--- config.mk ---
export PLATFORM = sky130hd
export DESIGN_NAME = icache_refill_ctrl
export DESIGN_NICKNAME = d
export VERILOG_FILES = /design/src/rtl/icache_refill_ctrl.sv
export SDC_FILE = /design/constraint.sdc
export NUM_CORES = 1
export LEC_CHECK = 0
export ABC_AREA = 1
export BUFFER_PORTS_ARGS = -buffer_cell sky130_fd_sc_hd__buf_2
export CAP_MARGIN = 20
export CORE_ASPECT_RATIO = 1.5
export CORE_UTILIZATION = 45
export CTS_BUF_LIST = sky130_fd_sc_hd__clkbuf_4 sky130_fd_sc_hd__clkbuf_8
export DETAILED_ROUTE_END_ITERATION = 12
export PLACE_DENSITY = 0.77
export SETUP_SLACK_MARGIN = 0.4
export SYNTH_ARGS = -nofsm -noshare
export SYNTH_HDL_FRONTEND = slang
export SYNTH_SLANG_ARGS = --single-unit
--- constraint.sdc ---
create_clock -name CLK -period 3.7 [get_ports CLK]
set_clock_uncertainty 0.2 [all_clocks]
set_input_delay 0.185 -clock CLK [delete_from_list [all_inputs] [get_ports CLK]]
set_output_delay 0.185 -clock CLK [all_outputs]
set_load 0.05 [all_outputs]
--- src/rtl/icache_refill_ctrl.sv ---
// Instruction-cache miss refill engine.
// Captures a missing address with its two-way set, fetches one word from
// memory, and returns the rebuilt set to the cache as a single-cycle write.
module icache_refill_ctrl #(
  parameter int TIMEOUT_CYCLES = 255
) (
  input  logic         CLK,
  input  logic         RESET,
  input  logic         miss_valid,
  input  logic [31:0]  miss_addr,
  input  logic [108:0] miss_line,
  input  logic         flush,
  input  logic         mem_req_ready,
  input  logic         mem_rsp_valid,
  input  logic [31:0]  mem_rsp_data,
  output logic         mem_req_valid,
  output logic [31:0]  mem_req_addr,
  output logic         line_wr_valid,
  output logic [31:0]  line_wr_addr,
  output logic [108:0] line_wr_data,
  output logic         busy,
  output logic         fill_err
);

  localparam logic [7:0] TMO = 8'(TIMEOUT_CYCLES);

  typedef enum logic [1:0] {
    S_IDLE  = 2'd0,
    S_REQ   = 2'd1,
    S_WAIT  = 2'd2,
    S_WRITE = 2'd3
  } state_t;

  state_t        state;
  state_t        state_nxt;
  logic [31:0]   addr_q;
  logic [108:0]  line_q;
  logic [31:0]   rsp_q;
  logic [7:0]    cnt;
  logic          discard;
  logic          expired;

  // Rebuild the set: the victim way gets the new tag/data and becomes valid,
  // victim_ptr points at the other way, reserved bits are forced to zero.
  // Victim: an invalid way0 first, then an invalid way1, else victim_ptr.
  function automatic logic [108:0] fill_line(input logic [108:0] line,
                                             input logic [31:0]  addr,
                                             input logic [31:0]  data);
    logic         way1_sel;
    logic [108:0] res;
    way1_sel       = line[53] & (~line[108] | line[52]);
    res            = line;
    res[107:106]   = 2'b00;
    if (way1_sel) begin
      res[108]     = 1'b1;
      res[105:86]  = addr[31:12];
      res[85:54]   = data;
      res[52]      = 1'b0;
    end else begin
      res[53]      = 1'b1;
      res[51:32]   = addr[31:12];
      res[31:0]    = data;
      res[52]      = 1'b1;
    end
    return res;
  endfunction

  assign expired = (cnt == TMO);

  // State register
  always_ff @(posedge CLK or negedge RESET) begin
    if (!RESET) state <= S_IDLE;
    else        state <= state_nxt;
  end

  // Next-state logic; a response in the expiry cycle takes priority over the timeout
  always_comb begin
    state_nxt = state;
    case (state)
      S_IDLE:  if (miss_valid && !flush) state_nxt = S_REQ;
      S_REQ: begin
        if (mem_req_ready)  state_nxt = S_WAIT;
        else if (flush)     state_nxt = S_IDLE;
      end
      S_WAIT: begin
        if (mem_rsp_valid)  state_nxt = (discard || flush) ? S_IDLE : S_WRITE;
        else if (expired)   state_nxt = S_IDLE;
      end
      S_WRITE: state_nxt = S_IDLE;
      default: state_nxt = S_IDLE;
    endcase
  end

  // Capture registers, wait counter and discard flag
  always_ff @(posedge CLK or negedge RESET) begin
    if (!RESET) begin
      addr_q  <= '0;
      line_q  <= '0;
      rsp_q   <= '0;
      cnt     <= '0;
      discard <= 1'b0;
    end else begin
      if (state == S_IDLE && miss_valid && !flush) begin
        addr_q <= miss_addr;
        line_q <= miss_line;
      end
      case (state)
        S_REQ: begin
          if (mem_req_ready) begin
            cnt     <= '0;
            discard <= flush;
          end
        end
        S_WAIT: begin
          if (mem_rsp_valid) begin
            rsp_q   <= mem_rsp_data;
            discard <= 1'b0;
          end else if (expired) begin
            discard <= 1'b0;
          end else begin
            cnt <= cnt + 8'd1;
            if (flush) discard <= 1'b1;
          end
        end
        default: discard <= 1'b0;
      endcase
    end
  end

  // Outputs decoded from state; data buses are zero outside their strobe
  always_comb begin
    mem_req_valid = (state == S_REQ);
    mem_req_addr  = (state == S_REQ) ? {addr_q[31:2], 2'b00} : '0;
    line_wr_valid = (state == S_WRITE);
    line_wr_addr  = (state == S_WRITE) ? addr_q : '0;
    line_wr_data  = (state == S_WRITE) ? fill_line(line_q, addr_q, rsp_q) : '0;
    busy          = (state != S_IDLE);
    fill_err      = (state == S_WAIT) && !mem_rsp_valid && expired;
  end

endmodule

## After elaboration in Yosys (flattened, before gate mapping)

Index checks and enable logic that the tools add are counted.

| storage, ports and cells | value |
|---|---|
| bits in writable memories | 0 |
| logic and storage cells | 60 |
| output and inout port bits | 177 |
| bits in latches | 0 |
| register bits after elaboration | 184 |
| memories | 0 |
| input port bits | 179 |
| bits in read-only memories | 0 |

| cells by class | value |
|---|---|
| bitwise operators | 3 |
| equal/unequal tests | 11 |
| muxes and demuxes | 24 |
| $mul | 0 |
| shift operators | 0 |
| $add $sub $neg | 1 |
| order comparisons | 0 |
| div/mod/pow operators | 0 |
| reduce and logical (&&, ||, !) cells | 15 |

Operators by type and width:

| cell | number |
|---|---|
| 109-bit 2-to-1 mux | 1 |
| 52-bit 2-to-1 mux | 2 |
| 32-bit 2-to-1 mux | 2 |
| 8-bit 2-to-1 mux | 3 |
| 8-bit case mux with 2 select lines | 1 |
| 2-bit 2-to-1 mux | 6 |
| 8-bit by 1-bit adder with 8-bit output (second input constant) | 1 |
| 8-bit == test (second input constant) | 1 |
| 2-bit inequality test (second input constant) | 4 |
| 2-bit case mux with 4 select lines | 1 |
| 1-bit 2-to-1 mux | 7 |
| 3-bit inequality test (second input constant) | 2 |
| 1-bit logical AND | 5 |
| 2-bit == test (second input constant) | 2 |
| 4-bit inequality test (second input constant) | 1 |
| 2-bit AND reduction | 2 |
| 4-bit AND reduction | 1 |
| 2-bit nonzero test | 2 |
| 3-bit AND reduction | 1 |
| 2-bit by 1-bit == test with 1-bit output (second input constant) | 1 |
| 1-bit zero test | 2 |
| 2-bit zero test | 1 |
| 1-bit case mux with 2 select lines | 1 |
| 1-bit bitwise AND | 1 |
| other kinds (3) | 3 |

## Longest topological paths before layout

Gate-level depths: netlist (run 1).

| logic depth | value |
|---|---|
| depth in word-level cells | 5 |
| depth in mapped cells | 10 |
| depth with buffers taken out | 9 |

## Worst setup path before layout (run 1)

Ideal clock, no wire load.

| timing | value |
|---|---|
| path kind | flip-flop to output port |
| from | register state[0] |
| to | output port line_wr_data[100] |
| required time | 3.315 ns |
| buffers on the path | 2 |
| path slack | 1.032 ns |
| arrival time | 2.283 ns |
| cell stages (with the launch flop) | 6 |
| cell sequence | dfrtp_1 ha_1 buf_4 clkbuf_1 nand2_1 a21oi_1 |

| between the ends | value |
|---|---|
| longest elaborated chain between the ends | 2 |

Ends and longest elaborated chain:

| item | line | source |
|---|---|---|
| from (decl) | 34 | `state_t state;` |
| from (signal assigned) | 73 | `else state <= state_nxt;` |
| 2-bit == test | n/a |  |
| via line_wr_valid | 18 | `output logic line_wr_valid,` |
| 109-bit 2-to-1 mux | 136 | `line_wr_data = (state == S_WRITE) ? fill_line(line_q, addr_q, rsp_q) : '0;` |
| to (decl) | 20 | `output logic [108:0] line_wr_data,` |

The timed path passes the listed nets, and every way through them passes these cells.

## Worst setup path in the final report (run 1)

| timing | value |
|---|---|
| from | register line_q[52] |
| to | output port line_wr_data[92] |

| between the ends | value |
|---|---|
| longest elaborated chain between the ends | 4 |

Ends and longest elaborated chain:

| item | line | source |
|---|---|---|
| from (decl) | 37 | `logic [108:0] line_q;` |
| from (signal assigned) | 105 | `line_q <= miss_line;` |
| 1-bit bitwise OR | 51 | `way1_sel = line[53] & (~line[108] \| line[52]);` |
| 1-bit bitwise AND | 51 |  |
| 52-bit 2-to-1 mux | 54 | `if (way1_sel) begin` |
| 109-bit 2-to-1 mux | 136 |  |

No other way between the ends.

==> flow_summary.ini, run 1 <==
[clock_network]
cts_made_buffers = 17
clkTransAtPathRegs_ps = 100
h-tree-depth = 4
postCtsSetupBuffers = 0
cts_tree = built
clock_path_buffers = 2
cts.sinks = 182
clk_root_buffer_cell = clkbuf_8
insertion_delay_ps = 470

[timing]
period_share = 0.848
rsz0062_at_grt = false
worst_slew_pin_slew_ps = 929
maxSlewViolCount = 0
hold_viol_final = 0
fmax_ghz = 0.319
layout_min_cycle_time_ps = 3140
max-slew-margin-rel = 0.381
fin_tns_setup_ps = 0
setup_viol = 0

[floorplanning]
die_w_um = 120
initial_utilization = 0.461
die_area_mm2 = 0.0215
io_pins = 356
dieHeight_um = 179
core_area_mm2 = 0.0204
num_rows = 64

[finish]
nets = 1691
areaGrowthSynthToFinish_pct = 44.5
drive_gt1_frac = 0.361
final_util = 0.666
fin_area_mm2 = 0.0136
instances_no_fill = 1784
filler_cell_count = 1434

[synth]
synth_area_per_cell_um2 = 9.48
synth_warnings = 0
async_reset_ff_frac = 1.00
syn_area_mm2 = 0.00941
seq_area_frac_synth = 0.484
synthCells = 993
yosys.cell_types.count = 26
synth_seq_cells = 182
synth_ff_type = dfrtp_1
synth_edf_count = 0

[place]
port_buffers = 349
dpl_cell_area_mm2 = 0.0113
dp_cells = 1562
hpwlAfterDp_mm = 17.6
place.gp.congestion = 0.831

[status]
outcome = finished clean

[setup_path]
end_kind = output port
worstPathRequired_ps = 3310
worstPathArrival_ps = 2750
worstSetupPathType = reg -> out
reg2reg_depth = 9
cp-start-kind = flip-flop
cp_max_fo = 85

[routing]
vias = 9095
route.detailed.drc = 0
ant_nets = 0
detail_route.wl_per_cell_um = 17.2
wl_met3_mm = 1.85
drt-pass1-iter-count = 5
totalWireLength_mm = 30.6
wl_met1_mm = 11.2
met2WireLength_mm = 16.0
drtIter0Drc = 568
top_layer_used = met4
viasPerCell = 5.10

[global_routing]
grt_usage = 0.282
grt_pass1_vias = 9406
grt_pass1_wl_mm = 46.9
grt_max_degree = 99
antenna_found_initial = 0
gr-total-overflow = 0

[hold_path]
min_path_cells = 6
min_path_type = in -> reg

[job]
drv_cap = 0

[pwr]
vdd_drop_max_uv = 439
p_leak_nw = 7.68
power_density_mw_per_mm2 = 809
==> worst max-delay path, cell delays in order (launching register included) <==
cell     delay, ps
dfrtp_1        430
o21ai_4        180
buf_6          510
nand2_2        480
a21oi_1        320
buf_2          300
==> power breakdown <==
group | switching [W] | internal (W)
Sequential | 0.000746 | 0.00297
Combinational | 0.00374 | 0.00223
Clock | 0.000730 | 0.000585
Total | 0.00522 | 0.00578
==> cell usage after synthesis, types with 2 or more instances <==
cell	number	area [µm²]
ha_1	6	75.1
nand2_2	2	12.5
buf_6	13	146
a21oi_1	21	105
nand3_1	6	30.0
clkbuf_1	24	90.1
inv_2	3	11.3
nand3b_1	2	15.0
inv_1	73	274
buf_4	7	52.6
buf_2	21	105
or2_2	2	12.5
nor2_1	196	736
mux2_2	40	450
nor3_1	2	10.0
mux2_4	98	1470
nand2_1	193	724
dfrtp_1	182	4550
o21ai_0	93	465
xnor2_1	2	17.5
o21ai_2	2	17.5
==> cells by family (layout without fill, tap and decap cells) <==
| family | Yosys count | count (layout) | synth area share |
|---|---|---|---|
| compound gates | 118 | 118 | 0.0641 |
| fa+ha+maj | 6 | 6 | 0.00797 |
| xor+xnor | 3 | 3 | 0.00279 |
| mux | 138 | 138 | 0.204 |
| buf+inv | 141 | 664 | 0.0722 |
| simple gates | 404 | 404 | 0.165 |
| flops | 182 | 182 | 0.484 |
| other cells | 1 | 5 | 0.000398 |
==> metrics by stage <==
| stage | hold slack [ps] | setup WS (ps) | total power (W) |
|---|---|---|---|
| global placement | 151 | 1000 | 0.00906 |
| floorplan | -311 | 1030 | 0.00791 |
| CTS | 42.5 | 414 | 0.0108 |
| detailed placement | 159 | 979 | 0.00918 |
| finish | 83.7 | 563 | 0.0110 |
| global route | 158 | 427 | 0.0116 |
==> cell type report <==
type,instances,area [µm²],share of cell area
Sequential cell,182,4550,0.335
Multi-Input combinational cell,673,4220,0.310
Timing Repair Buffer,556,3830,0.282
Tap cell,264,330,0.0243
Inverter,76,287,0.0211
Clock buffer,21,277,0.0203
Clock inverter,11,100,0.00736
Antenna cell,1,2.50,0.000184
==> flip-flops by register name (all words and copies together), names as in the netlist <==
register / flops
line_q: 107
rsp_q: 32
state: 2
cnt: 8
discard: 1
addr_q: 32
==> final timing paths <==
path	endpoint	startpoint	slack, ps
min in group asynchronous	rsp_q[7]$_DFFE_PN0P_	RESET	180
max	line_wr_data[92]	line_q[52]$_DFFE_PN0P_	560
max reg2reg	rsp_q[2]$_DFFE_PN0P_	state[0]$_DFFE_PN0P_	700
min reg2reg	line_q[8]$_DFFE_PN0P_	line_q[8]$_DFFE_PN0P_	310
max in group asynchronous	line_q[77]$_DFFE_PN0P_	RESET	2170
min	state[1]$_DFFE_PN0P_	mem_rsp_valid	80
==> cells in the final DEF, fill, tap and decap left out, types with 5 or more instances in the layout <==
cell             n
mux2_4          98
mux2_2          40
clkbuf_8        19
ha_1             5
nor2_1         196
a21oi_1         21
inv_1           73
nand3_1          6
o21ai_0         93
dlygate4sd3_1  189
nand2_1        193
clkinv_2         5
buf_2          348
buf_4           13
dfrtp_1        182
==> per-layer routing <==
metal  global-route usage  vias to the layer above
met3               0.0573                      124
li1                     -                     4166
met1                0.308                     4343
met5                    0                        -
met2                0.498                      462
met4                0.175                        0
==> what timing repair did <==
item	in CTS	in global routing
hold endpoints to repair	270	0
hold buffers	189	0
resized for setup	0	1
endpoints found under the setup margin	0	20
(Power assumes the default switching activity.)
==> run 2: changes to the inputs <==
==> constraint.sdc (replaced) <==
create_clock -name CLK -period 3.25 [get_ports CLK]
set_clock_uncertainty 0.2 [all_clocks]
set_input_delay 0.1625 -clock CLK [delete_from_list [all_inputs] [get_ports CLK]]
set_output_delay 0.1625 -clock CLK [all_outputs]
set_load 0.05 [all_outputs]
==> flow_summary.ini, run 2 (synthesis results as in run 1) <==
[setup_path]
worstSetupPathType = reg -> out
slowest_stage = dfrtp_1
r2r-start = state[0]$_DFFE_PN0P_
slowest_delay_ps = 430
cp-start-kind = flip-flop
worstPathRequired_ps = 2890
end_kind = output port
worstPathArrival_ps = 2390
reg2reg_slack_ps = 690
crit_chain = o21ai_4 > buf_4 > nand2_2 > a21oi_1 > buf_2
startpoint = line_q[52]$_DFFE_PN0P_
cp_max_fo = 21

[status]
outcome = finished clean

[routing]
detail_route.wl_per_cell_um = 17.3
drtIter0Drc = 557
viasPerCell = 5.16
vias = 9193
ant_nets = 0
route.detailed.drc = 0
drt-pass1-iter-count = 7
totalWireLength_mm = 30.8

[finish]
final_cell_mix = buf_2, nor2_1, nand2_1, dfrtp_1, dlygate4sd3_1
fin_area_mm2 = 0.0136
final_util = 0.664
drive_gt1_frac = 0.364
instances_no_fill = 1780
largest_reg_flops = 107
largest-register = line_q
nets = 1684
reg_top3 = line_q (107), addr_q (32), rsp_q (32)
areaGrowthSynthToFinish_pct = 44.0
final_common_cell = buf_2

[global_routing]
grt_pass1_vias = 9491
grt_pass1_wl_mm = 47.4
antenna_found_initial = 2
gr-total-overflow = 0
busiest_layer = met2
grt_max_degree = 77
grt.met2_usage = 0.503
use_met1 = 0.303
grt_usage = 0.284
use_met3 = 0.0617

[pwr]
internal-power_w = 0.00649
pwr-share-seq = 0.340
power_frac_comb = 0.541
p_sw_frac = 0.478
p_leak_nw = 7.64
switchingPower_w = 0.00595
power_density_mw_per_mm2 = 917
clkPwrFrac = 0.120
vdd_drop_max_uv = 761

[floorplanning]
core_area_mm2 = 0.0204
die_w_um = 120
io_pins = 356
dieHeight_um = 179
num_rows = 64
initial_utilization = 0.461
die_area_mm2 = 0.0215

[timing]
maxSlewViolCount = 0
rsz0062_at_grt = false
fmax_ghz = 0.364
fin_tns_setup_ps = 0
worst_slew_pin_slew_ps = 769
setup_viol = 0
max-slew-margin-rel = 0.487
period_share = 0.846
hold-worst-slack_ps = 88.2
hold_viol_final = 0
layout_min_cycle_time_ps = 2750

[clock_network]
insertion_delay_ps = 470
cts_tree = built
cts.sinks = 182
clk_root_buffer_cell = clkbuf_8
h-tree-depth = 4
postCtsSetupBuffers = 0
clock_path_buffers = 2
clkTransAtPathRegs_ps = 90
cts_made_buffers = 17

[hold_path]
min_path_type = in -> async

[place]
dp_cells = 1564
place.gp.congestion = 0.825
hpwlAfterDp_mm = 17.8
port_buffers = 349
dpl_cell_area_mm2 = 0.0114

[job]
drv_cap = 0
run 2: cell types whose count changed in the layout (fill, tap and decap cells not counted), sizes merged:
cell | previous run | this run
diode | 1 | 4
clkbuf | 21 | 20
inv | 77 | 76
clkinvlp | 2 | 3
dlygate4sd3 | 189 | 180
clkinv | 7 | 8
buf | 367 | 369
run 2: through the flow:
step           power (W)  setup WS (ps)
2_1_floorplan    0.00900            604
3_3_place_gp      0.0103            969
3_5_place_dp      0.0105            926
4_1_cts           0.0122            504
5_1_grt           0.0131            413
6_report          0.0124            501
run 2: layout make-up:
type	instances	area, µm²
timing repair buffer	549	3790
clock inverter	12	104
antenna	4	10.0
fill	1479	6860
tap	264	330
multi-input combinational	673	4220
sequential	182	4550
clock buffer	20	269
inverter	76	287
run 2: worst paths after layout:
path,endpoint,depth (start not counted)
max,line_wr_data[95],5
min,line_q[7]$_DFFE_PN0P_,2
max reg2reg,state[0]$_DFFE_PN0P_,8
min reg2reg,rsp_q[23]$_DFFE_PN0P_,2
max in group asynchronous,rsp_q[10]$_DFFE_PN0P_,3
min in group CLK,rsp_q[9]$_DFFE_PN0P_,4
run 2: routing by layer:
metal,part of all wire,wire [µm]
met4,0.045,1380
met2,0.52,16200
met1,0.36,11200
met3,0.067,2060
met5,0,0
run 2: timing repair:
item / in CTS / in global routing
hold endpoints to repair: 248 / 0
endpoints found under the setup margin: 0 / 4
gates resized for setup: 0 / 2
hold buffers: 180 / 0
run 2: power groups by stage:
stage / Clock (W) / Sequential [W] / Combinational [W]
6_report: 0.00149 / 0.00423 / 0.00673
2_1_floorplan: 0 / 0.00392 / 0.00508
4_1_cts: 0.00153 / 0.00415 / 0.00655
3_5_place_dp: 0 / 0.00418 / 0.00632
5_1_grt: 0.00160 / 0.00435 / 0.00718
3_3_place_gp: 0 / 0.00412 / 0.00621
run 2: critical path: cells and delay by family (launching register included):
kind	cells	cell delay [ps]
AOI/OAI and AO/OA	2	510
and+or+nand+nor	1	350
buffers and inverters	2	600
DFF	1	430
==> run 3: changes to the inputs <==
--- a/config.mk
+++ b/config.mk
@@ -5,7 +5,7 @@
 export SDC_FILE = /design/constraint.sdc
 export NUM_CORES = 1
 export LEC_CHECK = 0
-export ABC_AREA = 1
+export ABC_AREA = 0
 export BUFFER_PORTS_ARGS = -buffer_cell sky130_fd_sc_hd__buf_2
 export CAP_MARGIN = 20
 export CORE_ASPECT_RATIO = 1.5
==> constraint.sdc (replaced) <==
create_clock -name CLK -period 2.6 [get_ports CLK]
set_clock_uncertainty 0.2 [all_clocks]
set_input_delay 0.13 -clock CLK [delete_from_list [all_inputs] [get_ports CLK]]
set_output_delay 0.13 -clock CLK [all_outputs]
set_load 0.05 [all_outputs]
==> flow_summary.ini, run 3 <==
[job]
drv_cap = 0

[global_routing]
grt_pass1_vias = 9414
grt_usage = 0.325
grt_max_degree = 65
grt_pass1_wl_mm = 52.0
gr-total-overflow = 0
antenna_found_initial = 1

[timing]
maxSlewViolCount = 0
hold_viol_final = 0
setup_viol = 0
layout_min_cycle_time_ps = 2450
fmax_ghz = 0.408
max-slew-margin-rel = 0.560
rsz0062_at_grt = true
period_share = 0.944
fin_tns_setup_ps = 0
worst_slew_pin_slew_ps = 661

[setup_path]
crit_buf_inv = 4
worstSetupPathType = reg -> out
crit_chain = inv_2 > o21ai_4 > buf_12 > clkbuf_16 > o21ai_0 > nor2_2 > buf_6
worstPathArrival_ps = 2120
slowest_stage = dfrtp_1
cp-start-kind = flip-flop
worstPathRequired_ps = 2270
crit_family = buffers and inverters
cp_max_fo = 13
slowest_delay_ps = 390
end_kind = output port

[routing]
ant_nets = 0
drtIter0Drc = 532
vias = 9358
route.detailed.drc = 0
drt-pass1-iter-count = 4
detail_route.wl_per_cell_um = 23.7
viasPerCell = 5.57
totalWireLength_mm = 39.8

[finish]
drive_gt1_frac = 0.563
final_common_cell = buf_2
final_util = 0.789
filler_cell_count = 1044
multi_input_area_mm2 = 0.00535
reg_top3 = line_q (107), addr_q (32), rsp_q (32)
final_cell_mix = buf_2, dfrtp_1, dlygate4sd3_1, mux2_2, nand2_1
areaGrowthSynthToFinish_pct = 72.8
nets = 1588
largest-register = line_q
seqCellArea_mm2 = 0.00456
largest_reg_flops = 107

[synth]
synth_seq_cells = 182
yosys.area_share.simple = 0.148
synthAdderAreaFrac = 0.00808
muxShareOfSynthArea = 0.210
yosys.cell_types.count = 41
async_reset_ff_frac = 1.00
seq_area_frac_synth = 0.490
syn_area_mm2 = 0.00929
synth_top_family_by_area = multiplexers
synth_area_per_cell_um2 = 10.7
synth_edf_count = 0
yosys-top-cells-area = dfrtp_1, mux2_2, nand2_1
synth_xor_xnor_area_share = 0
synth_warnings = 0
synth_compound_area_frac = 0.101
yosysTopAreaCell = dfrtp_1
synth_ff_type = dfrtp_1
synth.top_cells.by_count = dfrtp_1, nand2_1, mux2_2, a21boi_0, and2_1
synthCells = 864
synth.top_cell.area_share = 0.490
yosysMostFrequentCell = dfrtp_1

[clock_network]
cts_tree = built
clk_root_buffer_cell = clkbuf_8
clock_path_buffers = 2
insertion_delay_ps = 480
cts.sinks = 182
clkTransAtPathRegs_ps = 100
h-tree-depth = 4
cts_made_buffers = 17

[floorplanning]
dieHeight_um = 178
io_pins = 356
core_area_mm2 = 0.0203
die_w_um = 119
die_area_mm2 = 0.0212
num_rows = 64
initial_utilization = 0.457

[pwr]
p_leak_nw = 7.37
power_density_mw_per_mm2 = 1250
vdd_drop_max_uv = 977

[place]
port_buffers = 349
place.gp.congestion = 0.807
hpwlAfterDp_mm = 17.3

[hold_path]
min_path_type = in -> async

[status]
outcome = finished clean
## run 3: cell types whose count changed after synthesis, moves of 8 or more
cell	previous run	this run
mux2_1	0	8
nand2_1	193	176
mux2_2	40	165
mux2_4	98	0
a21oi_1	21	1
and2_1	0	63
a21boi_1	0	11
inv_1	73	5
nor2_1	196	42
a21boi_0	0	73
o21ai_0	93	30
## run 3: timing repair
item,CTS,global route
cloned,11,14
hold endpoints to repair,356,0
gates resized for setup,205,245
hold buffers,174,0
pin swaps,20,82
setup endpoints to repair,173,196
buffers inserted,7,11
## run 3: report_power, final
part	total (W)	leakage [nW]	switching [W]	internal (W)
clock network	0.00203	0.189	0.00110	0.000927
registers	0.00560	2.18	0.00138	0.00421
logic	0.0124	5.00	0.00716	0.00528
total	0.0201	7.37	0.00964	0.0104
## run 3: path summary, 6_finish.rpt
check                                         from                      to  slack (ps)  cells past startpoint
min in group CLK                     mem_rsp_valid      cnt[7]$_DFFE_PN0P_          90                      5
max in group asynchronous                    RESET  line_q[39]$_DFFE_PN0P_        1410                      3
max reg2reg                   state[0]$_DFFE_PN0P_  line_q[31]$_DFFE_PN0P_         470                      6
max                        line_q[108]$_DFFE_PN0P_       line_wr_data[104]         150                      7
min                                          RESET  line_q[84]$_DFFE_PN0P_          20                      2
min reg2reg                  addr_q[0]$_DFFE_PN0P_   addr_q[0]$_DFFE_PN0P_         300                      1
## run 3: cells by family (layout without fill, tap and decap cells)
| kind of cell | count (synthesis) | in the layout |
|---|---|---|
| AND/OR/NAND/NOR | 301 | 301 |
| flip-flops | 182 | 182 |
| multiplexers | 173 | 173 |
| AO/OA/AOI/OAI | 131 | 131 |
| buffers and inverters | 70 | 618 |
| adder cells (fa/ha/maj) | 6 | 6 |
| other | 1 | 6 |
## run 3: final cells by class
type / count / area share
inverters: 6 / 0.00140
multi-input cells: 615 / 0.334
clock buffers: 20 / 0.0172
diodes: 2 / 0.000312
well taps: 264 / 0.0206
clock inverters: 11 / 0.00780
repair buffers: 581 / 0.335
flip-flops and latches: 182 / 0.284
## run 3: metrics by stage
stage | total power [W] | hold slack [ps] | setup slack [ps] | instance area (µm²) | cells
floorplan | 0.0113 | -366 | 91.2 | 9650 | 867
global placement | 0.0131 | -23.4 | 421 | 11600 | 1431
detailed placement | 0.0133 | -22.0 | 330 | 11600 | 1431
CTS | 0.0172 | 16.3 | 249 | 14800 | 1654
finish | 0.0201 | 24.0 | 147 | 16000 | 1681
global route | 0.0208 | 63.9 | 69.7 | 16000 | 1680
## run 3: metal layers
metal  GRT usage  up-vias  wire, µm
met4       0.165        0      2470
met5           0        -         0
met1       0.369     4669     14100
met3      0.0575      165      2600
met2       0.581      528     20700
li1            -     3996         -
## run 3: worst reg2reg max path: cells and delay by family (launching register included)
kind / cells / cell delay [ps]
DFF: 1 / 400
muxes: 1 / 450
and+or+nand+nor: 1 / 210
adders and majority gates: 1 / 230
buffers and inverters: 3 / 520
